[src/rtl/ps2_key_event_tracker_if.sv]
// Purpose: bundles the PS/2 frame input, key bitmap and event-queue handshake of ps2_key_event_tracker.
// Latency: none, wires only.
// Backpressure: evt_valid/evt_ready handshake on the event side; the PS/2 side is a strobe with no stall.
// Ports: slave = tracker side (frame in, events out); master = producer/consumer side.
interface ps2_key_event_tracker_if #(
  parameter int NUM_KEYS   = 32,
  parameter int FIFO_DEPTH = 8
);
  localparam int IDX_W = (NUM_KEYS > 1) ? $clog2(NUM_KEYS) : 1;
  localparam int CNT_W = $clog2(FIFO_DEPTH) + 1;

  logic                ps2_ready;
  logic [9:0]          ps2_data_in;
  logic [NUM_KEYS-1:0] key_status;
  logic                evt_valid;
  logic                evt_ready;
  logic [IDX_W+1:0]    evt_data;
  logic [CNT_W-1:0]    evt_count;
  logic                overflow;
  logic                clear_overflow;

  modport slave (
    input  ps2_ready, ps2_data_in, evt_ready, clear_overflow,
    output key_status, evt_valid, evt_data, evt_count, overflow
  );

  modport master (
    output ps2_ready, ps2_data_in, evt_ready, clear_overflow,
    input  key_status, evt_valid, evt_data, evt_count, overflow
  );
endinterface

[src/rtl/ps2_key_event_tracker.sv]
// Purpose: maps decoded PS/2 frames onto a key table, keeps a held-key bitmap, queues press/release/repeat events.
// Latency: key_status and pushed event visible 1 cycle after ps2_ready; event FIFO is first-word fall-through.
// Backpressure: evt_valid/evt_ready; when the FIFO is full and not popping, new events drop and set overflow.
// Ports: clk, reset (sync, active-high); bus.slave carries ps2_ready/ps2_data_in in, key_status,
//        evt_valid/evt_ready/evt_data/evt_count, overflow/clear_overflow.

// Generic synchronous FIFO: first-word fall-through head, reads as zero when empty.
module ps2_evt_fifo #(
  parameter int W     = 8,
  parameter int DEPTH = 8
) (
  input  logic                     clk,
  input  logic                     reset,
  input  logic                     push,
  input  logic [W-1:0]             push_dat,
  input  logic                     pop,
  output logic [W-1:0]             head_dat,
  output logic [$clog2(DEPTH):0]   count,
  output logic                     push_ok
);
  localparam int AW = $clog2(DEPTH);

  logic [W-1:0]  mem [DEPTH];
  logic [AW-1:0] wr_ptr, rd_ptr;
  logic          pop_ok;

  // A pop on an empty FIFO is a no-op; a full FIFO still takes a push when it pops the same cycle.
  assign pop_ok   = pop && (count != '0);
  assign push_ok  = push && ((count != (AW+1)'(DEPTH)) || pop_ok);
  assign head_dat = (count == '0) ? '0 : mem[rd_ptr];

  always_ff @(posedge clk) begin
    if (push_ok) mem[wr_ptr] <= push_dat;
  end

  always_ff @(posedge clk) begin
    if (reset) begin
      wr_ptr <= '0;
      rd_ptr <= '0;
      count  <= '0;
    end else begin
      if (push_ok) wr_ptr <= wr_ptr + 1'b1;
      if (pop_ok)  rd_ptr <= rd_ptr + 1'b1;
      if (push_ok && !pop_ok)      count <= count + 1'b1;
      else if (pop_ok && !push_ok) count <= count - 1'b1;
    end
  end
endmodule

module ps2_key_event_tracker #(
  parameter int NUM_KEYS = 32,
  // Index order: 0-25 A-Z, 26 up, 27 down, 28 left, 29 right (E0-extended), 30 space, 31 enter.
  parameter logic [NUM_KEYS*9-1:0] KEY_CODES = {
    9'h05A, 9'h029, 9'h174, 9'h16B, 9'h172, 9'h175,
    9'h01A, 9'h035, 9'h022, 9'h01D, 9'h02A, 9'h03C, 9'h02C, 9'h01B, 9'h02D, 9'h015,
    9'h04D, 9'h044, 9'h031, 9'h03A, 9'h04B, 9'h042, 9'h03B, 9'h043, 9'h033, 9'h034,
    9'h02B, 9'h024, 9'h023, 9'h021, 9'h032, 9'h01C},
  parameter int FIFO_DEPTH    = 8,
  parameter int REPEAT_DELAY  = 25000000,
  parameter int REPEAT_PERIOD = 2500000
) (
  input  logic                    clk,
  input  logic                    reset,
  ps2_key_event_tracker_if.slave  bus
);
  localparam int IDX_W = (NUM_KEYS > 1) ? $clog2(NUM_KEYS) : 1;
  localparam logic [31:0] RD_LAST = (REPEAT_DELAY > 0) ? 32'(REPEAT_DELAY - 1) : 32'd0;
  localparam logic [31:0] RP_LAST = (REPEAT_PERIOD > 0) ? 32'(REPEAT_PERIOD - 1) : 32'd0;

  typedef enum logic [1:0] {S_IDLE, S_DELAY, S_REPEAT, S_PEND} rpt_state_t;

  rpt_state_t          state, state_nx;
  logic [31:0]         cnt, cnt_nx;
  logic [IDX_W-1:0]    rpt_key, rpt_key_nx, pend_key, pend_key_nx;
  logic                ret_delay, ret_nx;
  logic [NUM_KEYS-1:0] key_q;
  logic                hit, held, ps_make, ps_break, ps_push, brk_rpt, due, rpt_push;
  logic [IDX_W-1:0]    hit_idx;
  logic                fifo_push, fifo_push_ok;
  logic [IDX_W+1:0]    fifo_dat;

  // Descending scan so the lowest matching index is the one left standing.
  always_comb begin
    hit     = 1'b0;
    hit_idx = '0;
    for (int i = NUM_KEYS - 1; i >= 0; i--) begin
      if (KEY_CODES[9*i +: 9] == {bus.ps2_data_in[9], bus.ps2_data_in[7:0]}) begin
        hit     = 1'b1;
        hit_idx = IDX_W'(i);
      end
    end
  end

  assign held     = key_q[hit_idx];
  assign ps_make  = bus.ps2_ready && hit && !bus.ps2_data_in[8] && !held;
  assign ps_break = bus.ps2_ready && hit &&  bus.ps2_data_in[8] &&  held;
  assign ps_push  = ps_make || ps_break;
  assign brk_rpt  = ps_break && (hit_idx == rpt_key) && (state != S_IDLE);

  always_ff @(posedge clk) begin
    if (reset) key_q <= '0;
    else if (ps_make)  key_q[hit_idx] <= 1'b1;
    else if (ps_break) key_q[hit_idx] <= 1'b0;
  end

  // Repeat FSM: state register.
  always_ff @(posedge clk) begin
    if (reset) begin
      state     <= S_IDLE;
      cnt       <= '0;
      rpt_key   <= '0;
      pend_key  <= '0;
      ret_delay <= 1'b0;
    end else begin
      state     <= state_nx;
      cnt       <= cnt_nx;
      rpt_key   <= rpt_key_nx;
      pend_key  <= pend_key_nx;
      ret_delay <= ret_nx;
    end
  end

  // Repeat FSM: next state. PEND keeps counting so the repeat cadence is not stretched by
  // a write-port collision; ret_delay remembers whether a new press is timing its first delay.
  always_comb begin
    state_nx    = state;
    cnt_nx      = cnt;
    rpt_key_nx  = rpt_key;
    pend_key_nx = pend_key;
    ret_nx      = ret_delay;
    if (REPEAT_DELAY == 0) begin
      state_nx = S_IDLE;
    end else if (ps_make) begin
      rpt_key_nx = hit_idx;
      cnt_nx     = '0;
      if (due || state == S_PEND) begin
        // The old key's repeat is still owed one slot; the new key then starts its delay.
        state_nx = S_PEND;
        ret_nx   = 1'b1;
        if (state != S_PEND) pend_key_nx = rpt_key;
      end else begin
        state_nx = S_DELAY;
      end
    end else if (brk_rpt) begin
      state_nx = S_IDLE;
    end else if (state == S_PEND) begin
      cnt_nx = cnt + 32'd1;
      if (!ps_push) state_nx = ret_delay ? S_DELAY : S_REPEAT;
    end else if (due) begin
      cnt_nx = '0;
      if (ps_push) begin
        state_nx    = S_PEND;
        pend_key_nx = rpt_key;
        ret_nx      = 1'b0;
      end else begin
        state_nx = S_REPEAT;
      end
    end else if (state != S_IDLE) begin
      cnt_nx = cnt + 32'd1;
    end
  end

  // Repeat FSM: outputs. A PS/2 event always owns the single write port.
  always_comb begin
    due      = ((state == S_DELAY) && (cnt >= RD_LAST)) ||
               ((state == S_REPEAT) && (cnt >= RP_LAST));
    rpt_push = !ps_push && (due || (state == S_PEND));
  end

  assign fifo_push = ps_push || rpt_push;
  assign fifo_dat  = ps_push ? {1'b0, bus.ps2_data_in[8], hit_idx}
                             : {2'b10, (state == S_PEND) ? pend_key : rpt_key};

  ps2_evt_fifo #(.W(IDX_W + 2), .DEPTH(FIFO_DEPTH)) u_fifo (
    .clk      (clk),
    .reset    (reset),
    .push     (fifo_push),
    .push_dat (fifo_dat),
    .pop      (bus.evt_ready),
    .head_dat (bus.evt_data),
    .count    (bus.evt_count),
    .push_ok  (fifo_push_ok)
  );

  // A fresh drop outranks a clear in the same cycle.
  always_ff @(posedge clk) begin
    if (reset) bus.overflow <= 1'b0;
    else if (fifo_push && !fifo_push_ok) bus.overflow <= 1'b1;
    else if (bus.clear_overflow) bus.overflow <= 1'b0;
  end

  assign bus.key_status = key_q;
  assign bus.evt_valid  = (bus.evt_count != '0);
endmodule
[src/flat_wrapper.sv]
// flat-port wrapper written by rule: the top's interface ports become plain ports
module ps2_key_event_tracker_flat 
#(
  parameter int NUM_KEYS = 32,
                                                                                                
  parameter logic [NUM_KEYS*9-1:0] KEY_CODES = {
    9'h05A, 9'h029, 9'h174, 9'h16B, 9'h172, 9'h175,
    9'h01A, 9'h035, 9'h022, 9'h01D, 9'h02A, 9'h03C, 9'h02C, 9'h01B, 9'h02D, 9'h015,
    9'h04D, 9'h044, 9'h031, 9'h03A, 9'h04B, 9'h042, 9'h03B, 9'h043, 9'h033, 9'h034,
    9'h02B, 9'h024, 9'h023, 9'h021, 9'h032, 9'h01C},
  parameter int FIFO_DEPTH    = 8,
  parameter int REPEAT_DELAY  = 25000000,
  parameter int REPEAT_PERIOD = 2500000
)
  (clk, reset, bus_ps2_ready, bus_ps2_data_in, bus_evt_ready, bus_clear_overflow, bus_key_status, bus_evt_valid, bus_evt_data, bus_evt_count, bus_overflow);
  ps2_key_event_tracker_if #(.NUM_KEYS(NUM_KEYS), .FIFO_DEPTH(FIFO_DEPTH)) bus_i ();
  input  logic clk;
  input  logic reset;
  input wire logic [$bits(bus_i.ps2_ready)-1:0] bus_ps2_ready;
  input wire logic [$bits(bus_i.ps2_data_in)-1:0] bus_ps2_data_in;
  input wire logic [$bits(bus_i.evt_ready)-1:0] bus_evt_ready;
  input wire logic [$bits(bus_i.clear_overflow)-1:0] bus_clear_overflow;
  output wire logic [$bits(bus_i.key_status)-1:0] bus_key_status;
  output wire logic [$bits(bus_i.evt_valid)-1:0] bus_evt_valid;
  output wire logic [$bits(bus_i.evt_data)-1:0] bus_evt_data;
  output wire logic [$bits(bus_i.evt_count)-1:0] bus_evt_count;
  output wire logic [$bits(bus_i.overflow)-1:0] bus_overflow;
  assign bus_i.ps2_ready = bus_ps2_ready;
  assign bus_i.ps2_data_in = bus_ps2_data_in;
  assign bus_i.evt_ready = bus_evt_ready;
  assign bus_i.clear_overflow = bus_clear_overflow;
  assign bus_key_status = bus_i.key_status;
  assign bus_evt_valid = bus_i.evt_valid;
  assign bus_evt_data = bus_i.evt_data;
  assign bus_evt_count = bus_i.evt_count;
  assign bus_overflow = bus_i.overflow;
  ps2_key_event_tracker #(.NUM_KEYS(NUM_KEYS), .KEY_CODES(KEY_CODES), .FIFO_DEPTH(FIFO_DEPTH), .REPEAT_DELAY(REPEAT_DELAY), .REPEAT_PERIOD(REPEAT_PERIOD)) u_core (.clk(clk), .reset(reset), .bus(bus_i));
endmodule
[config.mk]
export PLATFORM = sky130hd
export DESIGN_NAME = ps2_key_event_tracker_flat
export DESIGN_NICKNAME = d
export VERILOG_FILES = /design/src/rtl/ps2_key_event_tracker_if.sv /design/src/rtl/ps2_key_event_tracker.sv /design/src/flat_wrapper.sv
export SDC_FILE = /design/constraint.sdc
export NUM_CORES = 1
export LEC_CHECK = 0
export ABC_AREA = 0
export BUFFER_PORTS_ARGS = -buffer_cell sky130_fd_sc_hd__buf_2
export CORE_UTILIZATION = 60
export CTS_CLUSTER_SIZE = 20
export DETAILED_ROUTE_END_ITERATION = 6
export MAX_ROUTING_LAYER = met4
export PLACE_DENSITY = 0.86
export SLEW_MARGIN = 20
export SYNTH_ARGS = -nofsm -noshare
export SYNTH_HDL_FRONTEND = slang
export SYNTH_HIERARCHICAL = 1
export SYNTH_SLANG_ARGS = --single-unit
[constraint.sdc]
create_clock -name clk -period 6.31 [get_ports clk]
set_clock_uncertainty 0.1 [all_clocks]
set_input_delay 0.9465 -clock clk [delete_from_list [all_inputs] [get_ports clk]]
set_output_delay 0.9465 -clock clk [all_outputs]
set_load 0.05 [all_outputs]
==> results by group <==
Finish
  – Filler Cells Inserted: 990
  – Final net count: 919
  – Share of post-route cells with drive strength above 1: 0.190
  – N_diodes: 0
  – Non-filler instance count after layout: 1086
  – Final standard cell area without fillers: 9130 um2
  – Post-layout utilization of the core: 0.692
  – Post-synthesis to final-layout area growth: 12.9%

Synth
  – Sequential-to-total area share from yosys stat: 0.434
  – Most instantiated flip-flop cell in the synthesis netlist: dfxtp_1
  – Synth Instances: 846
  – Flip-flop and latch count after synthesis: 147
  – Proportion of synthesized flip-flops having asynchronous set or reset: 0
  – Net Count, Synth: 868
  – Total standard cell area after synthesis: 8080 um2
  – Number of enable flip-flop cells after synthesis: 56
  – Synth warn: 6
  – Distinct cell type count after synthesis: 87
  – Average cell area after synthesis: 9.55 um2

Power
  – Worst voltage drop across the vdd grid: 0.193 mV
  – Pwr Density: 280 nW/um2
  – Reported leakage power: 0.00315 uW

Floorplan
  – Top-level I/O count: 60
  – Initial Utilization: 0.613
  – Die span in x: 118 um
  – Vertical die dimension: 118 um
  – Die outline area: 13900 um2
  – Core area: 13200 um2
  – Number of rows created at floorplan: 42

STA
  – Setup TNS Final: 0 ps
  – Setup-failing EPs final: 0
  – Fmax: 169 MHz
  – Setup ws final: 395 ps
  – Min cycle time layout: 5910 ps
  – Final critical-path share of the clock period: 0.937
  – Pin slew with the least headroom to its limit: 947 ps
  – Final Slew Violations: 0
  – Hold Violations, Final: 0
  – Normalized max-slew margin: 0.368
  – Unrepaired setup endpoints after global routing: false

Clock tree
  – # H-tree levels: 4
  – Gates resized, CTS repair: 0
  – Number of clock sinks: 147
  – Post-CTS Hold Fix Bufs: 0
  – Cell at the root of the clock tree: clkbuf_16
  – Clk pin slew, worst setup/hold paths: 60 ps
  – Clock tree buffer depth: 2
  – TritonCTS buffer count: 17
  – TritonCTS clock tree: yes
  – Worst skew pair latency: 430 ps
  – Post-CTS Setup Repair Bufs: 0

Routing
  – Number of remaining DRC errors: 0
  – Via count of the routed design: 7212
  – Total iterations of the first detailed-routing run: 5
  – Routed via count divided by cell count: 6.64
  – Drt total wl: 23.0 mm
  – Antenna viol nets, final: 0
  – Violation count after the first detailed-route iteration: 815
  – Post-DR wirelength/cell: 21.1 um

Worst setup path
  – Worst-path fanout max: 19
  – Data required time of the critical path: 6520 ps
  – Startpoint types: primary input
  – Crit path capture type: flop
  – Arrival time at the worst endpoint: 6120 ps
  – Crit path kind: in2reg

Status
  – Status: complete, no violations

Global route
  – Congestion Overflow GR: 0
  – Initial antenna violation count: 0
  – First-pass GRT wire length: 36.7 mm
  – Overall global routing resource usage: 0.351
  – Maximum number of pins on one net before global-route repair: 64
  – Number of global-route vias before repair: 6777

Place
  – Buffers added on ports: 59
  – Instance area at placement: 8530 um2
  – Final RePlAce weighted congestion: 1.05
  – Worst slack at placement: 150 ps
  – Final HPWL from detailed placement: 15.7 mm
  – Cell total after placement: 1054

Flow run
  – Count of maximum capacitance violations: 0

Worst hold path
  – Type of the tightest min-delay check: reg2reg
## worst max-delay path, cell delays in order
cell and delay, ps:
buf_2 280, or4b_4 560, or4_4 560, nand4_2 110, a211o_1 400, a2111oi_0 200, a311o_1 330, nor4_2 480
a21oi_2 130, nor2_1 220, nand2_1 130, o21a_4 180, ha_1 220, inv_1 140, ha_1 300, a21oi_1 240
a211oi_1 110, a31oi_1 190, mux2_1 380
## logic make-up after synthesis
family,Yosys count,synth area share
xor+xnor,13,0.0141
compound gates,224,0.176
flops,147,0.434
fa+ha+maj,7,0.0118
mux,51,0.0852
buf+inv,75,0.0433
simple gates,329,0.236
## worst paths after layout
check | startpoint | endpoint | slack, ps | depth (start not counted)
worst max-delay path | bus_ps2_data_in[4] | u_core/u_fifo/count[3] | 400 | 19
worst min-delay path | u_core/pend_key[2] | u_core/pend_key[2] | 360 | 2
worst max register to register | u_core/cnt[28] | u_core/u_fifo/count[3] | 1920 | 15
worst min register to register | u_core/pend_key[2] | u_core/pend_key[2] | 360 | 2
## metal layers
| layer | routed length, um | track usage | up-vias |
|---|---|---|---|
| met5 | 0 | - | - |
| met4 | 847 | 0.150 | 0 |
| met3 | 1560 | 0.0577 | 66 |
| met2 | 11200 | 0.563 | 355 |
| li1 | - | - | 3324 |
| met1 | 9330 | 0.441 | 3467 |
## cells in the final DEF, fill, tap and decap left out, drive strengths merged, types with 6 or more instances in the layout
cell	Yosys	layout
nand2b	15	15
o21ai	56	56
nand3	30	30
dfxtp	91	91
and3	9	9
or4	25	25
a31oi	6	6
nand2	55	55
buf	29	86
xor2	8	8
edfxtp	56	56
nor2b	8	8
nor4	12	12
ha	6	6
mux2i	35	35
or4b	8	8
nor3	19	19
o31ai	23	23
mux4	14	14
clkbuf	25	17
nand4	16	16
o211ai	13	13
a21oi	82	82
nor2	58	58
or3	28	28
inv	20	28
and2	7	7
a211oi	11	11
nor4b	7	7
or2	10	10
## cell usage after synthesis, types with 9 or more instances
cell	number	area, um2
or3_1	26	163
buf_2	18	90.1
edfxtp_1	56	1680
o211ai_1	13	97.6
o21ai_1	10	50.1
clkbuf_1	24	90.1
nand4_1	15	93.8
a211oi_1	10	75.1
or4_1	23	173
nand3_1	30	150
nand2_1	55	206
nor3_1	18	90.1
mux4_2	14	315
o31ai_1	21	158
dfxtp_1	91	1820
and3_1	9	56.3
mux2i_1	35	350
nand2b_1	13	81.3
nor2_1	58	218
a21oi_1	80	400
o21ai_0	44	220
nor4_1	10	62.6
inv_1	20	75.1
## stage by stage
| stage | hold slack (ps) | power [uW] |
|---|---|---|
| 2_1_floorplan | 334 | 1440 |
| 3_3_place_gp | 341 | 1530 |
| 3_5_place_dp | 349 | 1550 |
| 4_1_cts | 357 | 2560 |
| 5_1_grt | 373 | 2630 |
| 6_report | 357 | 2550 |
## report_power, final
group	internal, uW	switching [uW]	total, uW
Combinational	158	339	497
Clock	562	448	1010
Sequential	999	48.7	1050
Total	1720	836	2550
## final cells by class
| cell class | count | area [um2] | share of cell area |
|---|---|---|---|
| flip-flops and latches | 147 | 3500 | 0.384 |
| multi-input cells | 624 | 4230 | 0.464 |
| clock inverters | 15 | 166 | 0.0182 |
| clock buffers | 17 | 425 | 0.0466 |
| repair buffers | 86 | 498 | 0.0546 |
| inverters | 21 | 78.8 | 0.00864 |
| well taps | 176 | 220 | 0.0241 |
(Power assumes the default switching activity.)
